## config.mk

```make
export PLATFORM = sky130hd
export DESIGN_NAME = reg_file_write_arbiter
export DESIGN_NICKNAME = d
export VERILOG_FILES = /design/src/rtl/reg_file_write_arbiter.sv
export SDC_FILE = /design/constraint.sdc
export NUM_CORES = 1
export LEC_CHECK = 0
export CORE_AREA = 2 2 482 484
export CTS_CLUSTER_DIAMETER = 120
export DETAILED_ROUTE_END_ITERATION = 8
export DIE_AREA = 0 0 484 486
export PLACE_DENSITY = 0.42
export SLEW_MARGIN = 15
export SYNTH_ARGS = -nofsm -noshare
export SYNTH_HDL_FRONTEND = slang
export SYNTH_SLANG_ARGS = --single-unit
```

## constraint.sdc

```tcl
create_clock -name clk -period 3.9 [get_ports clk]
set_clock_uncertainty 0.15 [all_clocks]
set_input_delay 0.78 -clock clk [delete_from_list [all_inputs] [get_ports clk]]
set_output_delay 0.78 -clock clk [all_outputs]
set_load 0.01 [all_outputs]
```

## src/rtl/reg_file_write_arbiter.sv

```systemverilog
// reg_file_write_arbiter
// Shares the direct-access master port of a register file between
// NUM_REQUESTERS requesters. A request is accepted in IDLE by a round-robin
// search, runs against the register file in EXEC, and is answered with a
// one-cycle pulse in RESP (one transaction per three cycles at most).
//
// Handshake: a request is transferred on the rising edge where req_valid[k]
// and req_ready[k] are both high. req_ready is only ever raised in IDLE, for
// at most one requester, and valid may be withdrawn at any time before that
// edge without side effects. rsp_valid[k] is a single-cycle pulse with no
// back-pressure; rsp_rdata/rsp_err are meaningful only while it is high.
//
// Optional build macro: RF_ARB_BYTE_STROBE_EN adds req_wstrb and turns writes
// into byte-masked read-modify-write (REGISTER_WIDTH must be a multiple of 8).
module reg_file_write_arbiter #(
   parameter int REGISTER_WIDTH = 32,
   parameter int NUM_REGISTERS  = 16,
   parameter int NUM_REQUESTERS = 4,
   parameter int ADDR_WIDTH     = 8
) (
   input  logic                                     clk,
   input  logic                                     rst_n,
   input  logic [NUM_REQUESTERS-1:0]                req_valid,
   output logic [NUM_REQUESTERS-1:0]                req_ready,
   input  logic [NUM_REQUESTERS-1:0]                req_we,
   input  logic [NUM_REQUESTERS*ADDR_WIDTH-1:0]     req_addr,
   input  logic [NUM_REQUESTERS*REGISTER_WIDTH-1:0] req_wdata,
`ifdef RF_ARB_BYTE_STROBE_EN
   input  logic [NUM_REQUESTERS*(REGISTER_WIDTH/8)-1:0] req_wstrb,
`endif
   output logic [NUM_REQUESTERS-1:0]                rsp_valid,
   output logic [REGISTER_WIDTH-1:0]                rsp_rdata,
   output logic                                     rsp_err,
   output logic [NUM_REGISTERS-1:0]                 rf_write_req,
   output logic [NUM_REGISTERS*REGISTER_WIDTH-1:0]  rf_write_data,
   input  logic [NUM_REGISTERS*REGISTER_WIDTH-1:0]  rf_read_data,
   output logic [1:0]                               dbg_state
);

   localparam int PTR_W = (NUM_REQUESTERS > 1) ? $clog2(NUM_REQUESTERS) : 1;
   localparam logic [ADDR_WIDTH:0] REG_LIMIT = (ADDR_WIDTH+1)'(NUM_REGISTERS);

   typedef enum logic [1:0] {
      IDLE = 2'd0,
      EXEC = 2'd1,
      RESP = 2'd2
   } state_t;

   state_t                    state, next_state;
   logic [PTR_W-1:0]          rr_ptr;
   logic [PTR_W-1:0]          gnt_idx;
   logic                      gnt_found;
   logic                      cap_we;
   logic [ADDR_WIDTH-1:0]     cap_addr;
   logic [PTR_W-1:0]          cap_g;
   logic                      cap_in_range;
   logic                      win_we;
   logic [ADDR_WIDTH-1:0]     win_addr;
   logic [REGISTER_WIDTH-1:0] win_wdata;
   logic [REGISTER_WIDTH-1:0] win_new;
   logic [ADDR_WIDTH-1:0]     lookup_addr;
   logic [REGISTER_WIDTH-1:0] lookup_old;

   assign dbg_state    = state;
   assign cap_in_range = {1'b0, cap_addr} < REG_LIMIT;

   // Round-robin search: first valid requester at or after rr_ptr, wrapping.
   always_comb begin
      int               idx;
      logic [PTR_W-1:0] cand;
      gnt_found = 1'b0;
      gnt_idx   = '0;
      idx       = 0;
      cand      = '0;
      for (int i = 0; i < NUM_REQUESTERS; i++) begin
         idx = int'(rr_ptr) + i;
         if (idx >= NUM_REQUESTERS) idx = idx - NUM_REQUESTERS;
         cand = idx[PTR_W-1:0];
         if (!gnt_found && req_valid[cand]) begin
            gnt_found = 1'b1;
            gnt_idx   = cand;
         end
      end
   end

   // Winner's request fields and one register lookup shared by the RMW merge
   // (while accepting in IDLE) and the read sample (in EXEC).
   always_comb begin
      win_we      = req_we[gnt_idx];
      win_addr    = req_addr[int'(gnt_idx)*ADDR_WIDTH +: ADDR_WIDTH];
      win_wdata   = req_wdata[int'(gnt_idx)*REGISTER_WIDTH +: REGISTER_WIDTH];
      lookup_addr = (state == IDLE) ? win_addr : cap_addr;
      lookup_old  = '0;
      for (int i = 0; i < NUM_REGISTERS; i++) begin
         if (lookup_addr == ADDR_WIDTH'(i))
            lookup_old = rf_read_data[i*REGISTER_WIDTH +: REGISTER_WIDTH];
      end
   end

`ifdef RF_ARB_BYTE_STROBE_EN
   localparam int NB = REGISTER_WIDTH / 8;
   logic [NB-1:0]             win_wstrb;
   logic [REGISTER_WIDTH-1:0] win_mask;

   // Byte-masked merge of the new data over the register's current value.
   always_comb begin
      win_wstrb = req_wstrb[int'(gnt_idx)*NB +: NB];
      win_mask  = '0;
      for (int b = 0; b < NB; b++) win_mask[b*8 +: 8] = {8{win_wstrb[b]}};
      win_new = (lookup_old & ~win_mask) | (win_wdata & win_mask);
   end
`else
   // Full-register replace.
   always_comb begin
      win_new = win_wdata;
   end
`endif

   // State register.
   always_ff @(posedge clk or negedge rst_n) begin
      if (!rst_n) state <= IDLE;
      else        state <= next_state;
   end

   // Next state and grant; ready is held low while reset is asserted.
   always_comb begin
      next_state = state;
      req_ready  = '0;
      case (state)
         IDLE: begin
            if (rst_n && gnt_found) begin
               req_ready[gnt_idx] = 1'b1;
               next_state         = EXEC;
            end
         end
         EXEC:    next_state = RESP;
         RESP:    next_state = IDLE;
         default: next_state = IDLE;
      endcase
   end

   // Capture on accept, drive the register file during EXEC, answer in RESP.
   always_ff @(posedge clk or negedge rst_n) begin
      if (!rst_n) begin
         rr_ptr        <= '0;
         cap_we        <= 1'b0;
         cap_addr      <= '0;
         cap_g         <= '0;
         rf_write_req  <= '0;
         rf_write_data <= '0;
         rsp_valid     <= '0;
         rsp_rdata     <= '0;
         rsp_err       <= 1'b0;
      end else begin
         case (state)
            IDLE: begin
               if (gnt_found) begin
                  cap_we   <= win_we;
                  cap_addr <= win_addr;
                  cap_g    <= gnt_idx;
                  // Out-of-range addresses match no register, so no strobe.
                  for (int i = 0; i < NUM_REGISTERS; i++) begin
                     if (win_we && win_addr == ADDR_WIDTH'(i)) begin
                        rf_write_req[i] <= 1'b1;
                        rf_write_data[i*REGISTER_WIDTH +: REGISTER_WIDTH] <= win_new;
                     end
                  end
               end
            end
            EXEC: begin
               rf_write_req     <= '0;
               rf_write_data    <= '0;
               rsp_valid[cap_g] <= 1'b1;
               rsp_rdata        <= (cap_in_range && !cap_we) ? lookup_old : '0;
               rsp_err          <= !cap_in_range;
            end
            RESP: begin
               rsp_valid <= '0;
               rsp_rdata <= '0;
               rsp_err   <= 1'b0;
               rr_ptr    <= (int'(cap_g) == NUM_REQUESTERS-1) ? '0 : cap_g + PTR_W'(1);
            end
            default: ;
         endcase
      end
   end

endmodule

```

; After elaboration in Yosys (flattened, before gate mapping)
; Index checks and enable logic that the tools add are counted.
[word_totals]
output_inout_bits = 571
regBits = 580
inputBits = 682
word_cells = 253
[op_classes]
n_eq_ne = 51
n_shift = 2
reduce_logical = 50
n_mux = 88
add_sub_neg = 8
bitwise_logic = 1
order_cmp = 13
[ops]
columns = cell, n
row1 = 32-bit two-way mux, 33
row2 = 512-bit one-hot mux with 2 select lines, 1
row3 = 512-bit two-way mux, 1
row4 = 8-bit by 4-bit == test with 1-bit output (second input constant), 16
row5 = 128-bit by 8-bit indexed part select with 32-bit output, 1
row6 = 8-bit by 3-bit == test with 1-bit output (second input constant), 8
row7 = 32-bit one-hot mux with 2 select lines, 1
row8 = 3-bit AND reduction, 16
row9 = 2-bit by 1-bit != test with 1-bit output (second input constant), 17
row10 = 8-bit by 2-bit == test with 1-bit output (second input constant), 4
row11 = 16-bit one-hot mux with 2 select lines, 1
row12 = 32-bit by 6-bit indexed part select with 8-bit output, 1
row13 = 1-bit two-way mux, 27
row14 = 1-bit logical AND, 23
row15 = 2-bit two-way mux, 10
row16 = 2-bit by 3-bit < comparator with 1-bit output (second input constant), 6
row17 = 8-bit by 1-bit == test with 1-bit output (second input constant), 2
row18 = 8-bit zero test, 2
row19 = 16-bit two-way mux, 1
row20 = 1-bit binary-select mux with 2-bit select, 5
row21 = 3-bit greater-or-equal comparator (second input constant), 3
row22 = 8-bit by 5-bit < comparator with 1-bit output (second input constant), 1
row23 = 4-bit two-way mux, 2
row24 = 8-bit two-way mux, 1
row25 = 18 further kinds, 30

; Depth between registers and ports, before layout
[depth]
depth_word = 35
mapped_depth = 18
mapped_depth_nobuf = 12

; Worst setup path after synthesis
; Ideal clock, no wire load.
[synth_path]
path_type = input port to flip-flop
startpoint = in req_valid[0]
endpoint = reg rsp_rdata[15]
setup_slack_ns = 0.268
t_required_ns = 3.622
setup_ns = 0.128
n_path_buf = 3
arrival_ns = 3.354
stages = 12
path_cell_list = and2_1 -> o211a_1 -> buf_6 -> nor2_8 -> mux2i_1 -> o221ai_1 -> a32oi_1 -> clkbuf_1 -> buf_2 -> o21ai_0 -> a221oi_1 -> o2bb2ai_1
[synth_via]
elab_chain_len = 33
word_cells_on_any_way = 57
classes_between = eq/ne: 15 / shift: 1 / mux: 34 / reduce/logical: 7
[synth_lines]
columns = item, line_no
row1 = start: declaration, 23  ; input logic [NUM_REQUESTERS-1:0] req_valid,
row2 = 1-bit binary-select mux with 2-bit select, 79  ; if (!gnt_found && req_valid[cand]) begin
row3 = 1-bit two-way mux (implied by the code), 79
row4 = 1-bit two-way mux, 79
row5 = 1-bit zero test, 79
row6 = 1-bit logical AND, 79
row7 = 1-bit two-way mux, 79
row8 = 1-bit zero test, 79
row9 = 1-bit logical AND, 79
row10 = (+3 left out), -
row11 = 2-bit two-way mux (*), 79
row12 = 32-bit by 6-bit indexed part select with 8-bit output (*), 90  ; win_addr = req_addr[int'(gnt_idx)*ADDR_WIDTH +: ADDR_WIDTH];
row13 = 8-bit two-way mux (*), 92  ; lookup_addr = (state == IDLE) ? win_addr : cap_addr;
row14 = 8-bit zero test, 95  ; if (lookup_addr == ADDR_WIDTH'(i))
row15 = 32-bit two-way mux (15 in a row), 95
row16 = 32-bit two-way mux (*), 95
row17 = 32-bit two-way mux (*), 174  ; rsp_rdata <= (cap_in_range && !cap_we) ? lookup_old : '0;
row18 = 32-bit one-hot mux with 2 select lines (*), 155  ; case (state)
row19 = end signal: assignment, 174
row20 = end: declaration, 32  ; output logic [REGISTER_WIDTH-1:0] rsp_rdata,
; Every way passes the cells marked *; elsewhere a longest branch is shown, timed or not. The select of a mux whose other input is x is not followed.
; A chain may end at the register's enable or synchronous reset.

; Worst setup path after layout
[layout_path]
startpoint = reg rr_ptr[1]
endpoint = reg rsp_rdata[17]
[layout_via]
elab_chain_len = 35
word_cells_on_any_way = 72
classes_between = add/sub: 7 / order compare: 4 / eq/ne: 15 / shift: 1 / mux: 38 / reduce/logical: 7
[layout_lines]
columns = item, line_no
row1 = start: declaration, 50  ; logic [PTR_W-1:0] rr_ptr;
row2 = start signal: assignment, 181  ; rr_ptr <= (int'(cap_g) == NUM_REQUESTERS-1) ? '0 : cap_g + PTR_W'(1);
row3 = "parallel branches: the longest is 13 deep, another holds 2-bit by 1-bit adder with 3-bit output", -
row4 = 2-bit two-way mux (*), 79
row5 = 32-bit by 6-bit indexed part select with 8-bit output (*), 90
row6 = 8-bit two-way mux (*), 92
row7 = 8-bit zero test, 95
row8 = 32-bit two-way mux (15 in a row), 95
row9 = 32-bit two-way mux (*), 95
row10 = 32-bit two-way mux (*), 174
row11 = 32-bit one-hot mux with 2 select lines (*), 155
; Mark *: on every way between the ends. The select of a mux whose other input is x is not followed.

==> metrics.txt <==
leading area contributor after synthesis=dfrtp_1; WHS=0.331 ns; final WL=221000 um; Post-synth EDFFs=0; CP bufs+invs=5; Clk Latency, worst-skew pair=roughly 0.70 ns; first-pass GRT wire length=just under 300000 um; placed inst area=between 40000 and 50000 um^2; Net Count, Synth=slightly below 4000; iteration count of the initial detailed-routing pass=5; Crit path top cell by count=buf_4; cells along the critical path=and2_4, buf_4, o211ai_1, buf_4, buf_4, nand3_1, a21o_1, and3_4, buf_12, buf_12, mux2_2, a222oi_1, o2bb2ai_1, nand4b_1, a22oi_1, o2bb2ai_1; final hold vios=0; GPL Wtd Cong=0.955; post-synthesis register bit count=between 500 and 600; top cells by count, synth=nand3_1, o21ai_0, dfrtp_1, nand2_1, clkbuf_1; initial antenna violation count=67; Cells after Synth=roughly 3300; Max IR drop VDD=between 0.0002 and 0.0003 V; area delta synth->final=81.4%; async set-reset flop share out of synthesis=between 90% and 100%; largest net degree at the start of global routing=between 100 and 150; die height=just under 500 um; Die ar.=~240000 um^2; register area share after synthesis=52.2%; final critical-path share of the clock period=between 90% and 100%; slowest cell delay on critical path=0.45 ns; Worst Path Arrival=around 4.3 ns; antenna viol nets, final=0; GRT Util Overall=between 10% and 20%; Num CTS Buffers=74; cell with the most instances after synthesis=nand3_1; vias in the first global route=roughly 32000; fmax=approximately 260 MHz; core area=approximately 230000 um^2; final net count=between 5000 and 6000; CTS tree=done; Post-Place Cells=7654; max-capacitance violation count=0; maximum clock path buffer count=3; Detailed Route Iter0 Violations=around 2200; total power draw=between 30 and 40 mW; critical path class=flip-flop to flip-flop; Final HPWL DP=between 150000 and 200000 um; critical path's slowest cell=a222oi_1; # rows=roughly 180; Clock Sinks=580; synth warn=0; share of cells above drive strength 1=14.7%; Sw Share=45.9%; total grt overflow=0; Mapped Area=around 28000 um^2; internal power=between 15 and 20 mW; Tightest Pin Transition=about 0.96 ns; top post-synthesis cells by area=dfrtp_1, nand3_1, o21ai_0; hold crit path type=flip-flop to flip-flop; Worst setup SP type=flip-flop; Slew HR=a little over a third; clock power share=between 20% and 30%; crit-path max FO=9; root buf cell=clkbuf_16; max-slew violation count=0; H-tree depth=3; Top FF cell, synth=dfrtp_1; RSZ-0062 raised after global routing=yes; crit-path leading delay family=compound AO/OA/AOI/OAI gates; Worst Path Required=between 4 and 5 ns; Initial Utilization=~12%; Comb pwr share=56.0%; post-DR wirelength/cell=28.3 um; Pleak=about 21 nW; DRC viols=0; Non-Filler Instances=around 8000; P_sw=between 10 and 15 mW; num ports=around 1300; pwr dens=between 600 and 700 nW/um^2; Post-Syn Area per Cell=approximately 8.5 um^2; Tmin final=roughly 3.8 ns; status=completed; fin area=between 50000 and 60000 um^2; Cell variety after synth=64; die width=slightly below 500 um; vias per cell=between 4 and 5; Yosys top cell area share=between 50% and 60%; CTS clk-pin slew, worst paths=about 0.060 ns; Total Neg Setup Slack=0 ns; Port Buffer Count=approximately 1300; sequential share of power=between 20% and 30%; final setup fails=0; DR vias=between 30000 and 40000; type of destination of the critical path=flip-flop
tightest hold or removal path: cells and delay by family (launching register included):
family | cells | cell delay [ns]
AO/OA/AOI/OAI | 1 | 0.06
AND/OR/NAND/NOR | 1 | 0.05
flip-flops | 1 | 0.34
worst paths after layout:
kind	slack (ns)	startpoint	cells past startpoint	end
setup reg to reg	0.05	rr_ptr[1]$_DFFE_PN0N_	16	rsp_rdata[17]$_DFFE_PN0P_
hold / removal	0.33	rf_write_data[181]$_DFFE_PN0P_	2	rf_write_data[181]$_DFFE_PN0P_
hold reg to reg	0.33	rf_write_data[181]$_DFFE_PN0P_	2	rf_write_data[181]$_DFFE_PN0P_
max in group asynchronous	1.59	rst_n	4	rf_write_data[308]$_DFFE_PN0P_
setup / recovery	0.05	rr_ptr[1]$_DFFE_PN0N_	16	rsp_rdata[17]$_DFFE_PN0P_
min in group asynchronous	0.41	rst_n	2	rf_write_data[49]$_DFFE_PN0P_
logic make-up after synthesis:
group | count (synthesis) | synth area share, %
and+or+nand+nor | 1394 | 22.6
adders and majority gates | 8 | 0.360
AOI/OAI and AO/OA | 918 | 18.9
DFF | 580 | 52.2
buffers and inverters | 334 | 4.75
muxes | 28 | 1.18
cell type report:
type	count	area (um^2)
Fill cell	25500	179000
Tap cell	3026	3790
Sequential cell	580	14500
Inverter	13	48.8
Antenna cell	35	87.6
Clock buffer	103	2050
Clock inverter	27	350
Timing Repair Buffer	1699	17100
Multi-Input combinational cell	2348	12500
metal layers:
metal	routed length (um)	global-route usage (%)	vias up	share of wire (%)
li1	-	-	14500	-
met1	82800	19.7	15700	37
met2	114000	33.1	1400	51
met3	13900	4.34	330	6.3
met4	11000	7.93	10	5.0
met5	55	0	-	0.025
cell usage in the layout (no fill, tap or decap), drive strengths merged, types with 22 or more instances in the layout:
master	synthesis	layout
clkbuf	203	105
nand3	631	631
diode	0	35
a31oi	22	22
nor3	23	23
or2	37	37
buf	118	445
dfrtp	580	580
nand2	581	581
nor2	82	82
a21oi	87	87
o21ai	626	626
clkdlybuf4s50	0	1244
metrics by stage:
| stage | setup WS (ns) | util [%] |
|---|---|---|
| 6_report | 0.0524 | 22.0 |
| 5_1_grt | -0.0828 | 22.0 |
| 4_1_cts | 0.0101 | 21.8 |
| 3_5_place_dp | -1.24 | 20.7 |
| 3_3_place_gp | -1.32 | 20.7 |
| 2_1_floorplan | 0.268 | - |
power by group through the flow:
| stage | Combinational [mW] | Clock, mW | Sequential, mW |
|---|---|---|---|
| after floorplan | 5.91 | 0 | 6.62 |
| after global placement | 17.1 | 0 | 6.58 |
| after detailed placement | 17.1 | 0 | 6.59 |
| after CTS | 17.2 | 7.16 | 6.48 |
| after global routing | 18.1 | 7.37 | 6.52 |
| final | 17.0 | 6.92 | 6.49 |
state kept, by name, indices dropped and copies added (netlist names):
signal         cells
rr_ptr             2
rsp_rdata         32
rf_write_data    512
rf_write_req      16
cap_we             1
cap_addr           8
rsp_valid          4
rsp_err            1
dbg_state          2
cap_g              2
timing repair:
item / CTS / global route
setup endpoints to repair: 271 / 425
resized for setup: 27 / 69
hold buffers: 1 / 0
hold endpoints to repair: 28 / 0
pin swaps: 2 / 14
setup buffers: 3 / 6
gates cloned: 1 / 1
Power figures use the tool's default switching activity.
